--- src/rtl/serial_rx_frame.sv ---
// Serial frame receiver: start / data / optional parity / stop bits, one bit per clk.
// Delivers good words through a one-entry valid/ready holding register and pulses error flags.
module serial_rx_frame #(
  parameter int DATA_BITS  = 8,
  parameter int PARITY_EN  = 0,
  parameter int PARITY_ODD = 0,
  parameter int STOP_BITS  = 1,
  parameter int LSB_FIRST  = 1
) (
  input  logic                 clk,
  input  logic                 reset_n,
  input  logic                 in,
  output logic [DATA_BITS-1:0] out_data,
  output logic                 out_valid,
  input  logic                 out_ready,
  output logic                 parity_err,
  output logic                 frame_err,
  output logic                 overrun
);

  localparam int CNT_W = $clog2(DATA_BITS + 1);

  localparam logic [2:0] S_IDLE   = 3'd0;
  localparam logic [2:0] S_DATA   = 3'd1;
  localparam logic [2:0] S_PARITY = 3'd2;
  localparam logic [2:0] S_STOP   = 3'd3;
  localparam logic [2:0] S_ERROR  = 3'd4;

  logic [2:0]           r_state;
  logic [CNT_W-1:0]     r_bit_cnt;
  logic [DATA_BITS-1:0] r_shift;
  logic                 r_par_bad;
  logic [DATA_BITS-1:0] r_out_data;
  logic                 r_out_valid;
  logic                 r_parity_err;
  logic                 r_frame_err;
  logic                 r_overrun;

  logic [DATA_BITS-1:0] w_shift_next;
  logic                 w_last_data;
  logic                 w_last_stop;
  logic                 w_par_bad;
  logic                 w_done;
  logic                 w_good;
  logic                 w_load;

  // NOTE: combinational blocks assign every output a default first so no latch is inferred.
  always_comb begin
    w_shift_next = r_shift;
    if (LSB_FIRST != 0) w_shift_next = {in, r_shift[DATA_BITS-1:1]};
    else                w_shift_next = {r_shift[DATA_BITS-2:0], in};
  end

  assign w_last_data = (r_bit_cnt == CNT_W'(DATA_BITS - 1));
  assign w_last_stop = (r_bit_cnt == CNT_W'(STOP_BITS - 1));
  // Even parity wants XOR(data, parity) == 0, odd wants 1.
  assign w_par_bad   = (^r_shift) ^ in ^ 1'(PARITY_ODD);
  assign w_done      = (r_state == S_STOP) && in && w_last_stop;
  assign w_good      = w_done && !r_par_bad;
  assign w_load      = w_good && (!r_out_valid || out_ready);

  // NOTE: sequential state uses non-blocking assignments so every register sees pre-edge values.
  always_ff @(posedge clk or negedge reset_n) begin
    if (!reset_n) begin
      r_state   <= S_IDLE;
      r_bit_cnt <= '0;
      r_shift   <= '0;
      r_par_bad <= 1'b0;
    end else begin
      case (r_state)
        S_IDLE: begin
          if (!in) begin
            r_state   <= S_DATA;
            r_bit_cnt <= '0;
            r_par_bad <= 1'b0;
          end
        end
        S_DATA: begin
          r_shift <= w_shift_next;
          if (w_last_data) begin
            r_bit_cnt <= '0;
            r_state   <= (PARITY_EN != 0) ? S_PARITY : S_STOP;
          end else begin
            r_bit_cnt <= r_bit_cnt + CNT_W'(1);
          end
        end
        S_PARITY: begin
          r_par_bad <= w_par_bad;
          r_bit_cnt <= '0;
          r_state   <= S_STOP;
        end
        S_STOP: begin
          if (!in)              r_state   <= S_ERROR;
          else if (w_last_stop) r_state   <= S_IDLE;
          else                  r_bit_cnt <= r_bit_cnt + CNT_W'(1);
        end
        S_ERROR: begin
          if (in) r_state <= S_IDLE;
        end
        default: r_state <= S_IDLE;
      endcase
    end
  end

  // Holding register and the three mutually exclusive error pulses.
  always_ff @(posedge clk or negedge reset_n) begin
    if (!reset_n) begin
      r_out_data   <= '0;
      r_out_valid  <= 1'b0;
      r_parity_err <= 1'b0;
      r_frame_err  <= 1'b0;
      r_overrun    <= 1'b0;
    end else begin
      r_parity_err <= w_done && r_par_bad;
      r_frame_err  <= (r_state == S_STOP) && !in;
      r_overrun    <= w_good && r_out_valid && !out_ready;
      if (w_load) begin
        r_out_data  <= r_shift;
        r_out_valid <= 1'b1;
      end else if (r_out_valid && out_ready) begin
        r_out_valid <= 1'b0;
      end
    end
  end

  assign out_data   = r_out_data;
  assign out_valid  = r_out_valid;
  assign parity_err = r_parity_err;
  assign frame_err  = r_frame_err;
  assign overrun    = r_overrun;

endmodule

--- config.mk ---
export PLATFORM = sky130hd
export DESIGN_NAME = serial_rx_frame
export DESIGN_NICKNAME = d
export VERILOG_FILES = /design/src/rtl/serial_rx_frame.sv
export SDC_FILE = /design/constraint.sdc
export NUM_CORES = 1
export LEC_CHECK = 0
export CAP_MARGIN = 20
export CORE_MARGIN = 2
export CORE_UTILIZATION = 48
export CTS_CLUSTER_DIAMETER = 200
export CTS_CLUSTER_SIZE = 25
export DETAILED_ROUTE_END_ITERATION = 6
export PLACE_DENSITY_LB_ADDON = 0.3
export SLEW_MARGIN = 20
export SYNTH_ARGS = -nofsm -noshare
export SYNTH_HDL_FRONTEND = slang
export SYNTH_SLANG_ARGS = --single-unit
export TNS_END_PERCENT = 10
--- constraint.sdc ---
create_clock -name clk -period 1.7 [get_ports clk]
set_input_delay 0.34 -clock clk [delete_from_list [all_inputs] [get_ports clk]]
set_output_delay 0.34 -clock clk [all_outputs]
set_load 0.02 [all_outputs]
==> metrics.yaml <==
sta:
  slew_headroom: 0.7638
  hold_viol: 0
  fmax_mhz: 584.6
  finalClockSkew_ps: 2.835
  fin_crit_ps: 1711
  maxSlewViolCount: 0
  post-route-period-util: 1.006
  rsz0062_at_grt: "true"
  setup_viol: 7
  setup_tns_ps: -30.89
  tightest_slew_ps: 354.3
  fin_ws_ps: -10.70
synth:
  synth_ff_type: "dfrtp_1"
  async_flop_share: 1.000
  syn_area_um2: 1267
  synth-edff-count: 0
  synth_cells: 101
  yosysSeqAreaShare: 0.5528
  ys_ff_latch: 28
  ys_warn_count: 0
  synthesis.nets: 107
  synth.distinct_cells: 30
  syn-mean-instance-area_um2: 12.55
clock_tree:
  clk_latency_ps: 330
  numCtsBuffers: 3
  htree_levels: 1
  cts_tree: "yes"
  cts_root_buf: "clkbuf_4"
  clk_pin_slew_worst_paths_ps: 150
  cts_num_sinks: 28
  clockBufferDepth: 2
worst_setup_path:
  endpoint_kind: "register"
  arrival_ps: 1950
  crit_required_ps: 1940
  cp_num_buf_inv: 2
  slowest_delay_ps: 420
  cp-start-kind: "register"
  critPathKind: "reg2reg"
  path_delay_family: "simple AND/OR/NAND/NOR gates"
  worst_path_max_delay_cell: "dfrtp_1"
  worstPathMaxFanout: 8
  cp_cell_sequence: "inv_2 -> ha_4 -> nor3b_4 -> nand4b_4 -> nor2b_2 -> buf_6 -> mux2_4"
cells_and_area:
  area_growth_pct: 38.50
  fill_cells: 166
  multiInputGateArea_um2: 603.1
  num_antenna_cells: 0
  nets: 147
  post-route-util: 0.7022
  drive_above_1_share: 0.3786
  register_area_um2: 700.7
power:
  pwr-share-seq: 0.319
  combinationalPowerShare: 0.560
  p_total_mw: 3.669
  pwr-share-clk: 0.120
  switchingPower_mw: 1.301
  p_int_mw: 2.368
  p_per_area_nw_per_um2: 2090
  ir_drop_v: 0.001149
  p_sw_frac: 0.3546
  p_leak_nw: 0.8969
global_route:
  grt_usage: 0.1769
  antenna_found_initial: 0
  overflow: 0
  grt_pass1_vias: 929
  grt_first_pass_wirelength_mm: 4.319
  grt_max_degree: 29
route:
  wl_per_cell_um: 15.18
  ant_nets: 0
  drt_pass1_iterations: 4
  drt_iter0_drc: 4
  vias_per_cell: 5.347
  drc: 0
  vias: 909
  wirelength_mm: 2.580
placed_design:
  place_congestion: 0.7211
  numPortBuffers: 15
  place_hpwl_mm: 1.596
floorplan:
  start_util: 0.5070
  core_area_um2: 2500
  die_y_um: 55.39
  num_rows: 18
  io_pins: 16
  dieArea_um2: 3068
  die_w_um: 55.39
status:
  status: "finished, violations left"
  violations: "negative setup slack"
run:
  cap_violations: 0
worst_hold_path:
  min_path_type: "in2async"
-- per-stage QoR --
stage          instance area, um2  hold slack, ps  worst slack, ps  cells
4_1_cts                      1675           366.7           -17.54    167
3_3_place_gp                 1568           470.6           -74.90    161
3_5_place_dp                 1568           479.7           -112.8    161
5_1_grt                      1755           389.7           -116.2    170
6_report                     1755           351.5           -10.70    170
2_1_floorplan                1267           44.41            66.09    101
-- power by group through the flow --
stage	registers (mW)	logic (mW)	clock network [mW]
after global placement	1.16	1.68	0
final	1.17	2.06	0.441
after detailed placement	1.17	1.73	0
after CTS	1.17	1.92	0.445
after global routing	1.22	2.21	0.478
after floorplan	1.29	1.00	0
-- cells in the mapped netlist, types with 2 or more instances --
cell type  number  area (um2)
nand4_1         3       18.77
nor2_1          7       26.28
o21ai_0         3       15.01
o211ai_1        2       15.01
mux2_1          8       90.09
inv_1           6       22.52
buf_4           2       15.01
nand2_1         2       7.510
dfrtp_1        28       700.7
ha_1            2       25.02
and2_1          2       12.51
nand2b_1        2       12.51
nand3_1         2       10.01
a21oi_1         2       10.01
nor2b_1         3       18.77
xnor2_1         6       52.55
mux2_2          8       90.09
-- cell type report --
class	count	share of cell area
Sequential cell	28	0.3991
Inverter	6	0.01283
Tap cell	30	0.02138
Clock inverter	1	0.01711
Multi-Input combinational cell	65	0.3436
Timing Repair Buffer	37	0.1932
Clock buffer	3	0.01283
-- per-layer routing --
| metal | part of all wire | up-vias | track usage |
|---|---|---|---|
| met5 | 0 | - | 0 |
| met4 | 0.014 | 0 | 0.06620 |
| met3 | 0.028 | 6 | 0.02810 |
| met2 | 0.49 | 17 | 0.2823 |
| met1 | 0.47 | 453 | 0.2427 |
| li1 | - | 433 | - |
-- logic make-up after synthesis --
group	share of synthesized area
compound gates	0.06219
xor+xnor	0.05923
fa+ha+maj	0.01974
buf+inv	0.02961
flops	0.5528
mux	0.1422
simple gates	0.1343
-- cell usage in the layout, fill, tap and decap left out, types with 3 or more instances in the layout --
cell / count
mux2_4: 8
xnor2_1: 6
clkbuf_4: 3
dfrtp_1: 28
inv_1: 3
nand4_1: 3
dlymetal6s2s_1: 8
buf_4: 21
inv_2: 3
nor2_1: 7
mux2_2: 8
clkdlybuf4s50_1: 7
-- what timing repair did --
item / CTS / global route
endpoints found under the setup margin: 8 / 21
resized for setup: 11 / 20
buffers inserted: 2 / 3
hold buffers: 0 / 0
pin swaps: 1 / 7
endpoints found under the hold margin: 0 / 0
-- state kept, by name, indices dropped and copies added, names as in the netlist --
register and flops:
out_data 8, r_shift 8, r_bit_cnt 4, r_state 3, frame_err 1, out_valid 1
overrun 1, parity_err 1, r_par_bad 1
-- final timing paths --
check	start	endpoint	slack, ps	cells after the start
min in group clk	out_data[3]	out_data[3]	530	1
setup / recovery	r_bit_cnt[1]	out_data[4]	-10	7
hold reg to reg	out_data[3]	out_data[3]	530	1
setup reg to reg	r_bit_cnt[1]	out_data[4]	-10	7
hold / removal	reset_n	parity_err	350	2
max in group asynchronous	reset_n	r_shift[5]	1080	2
Power figures use the tool's default switching activity.
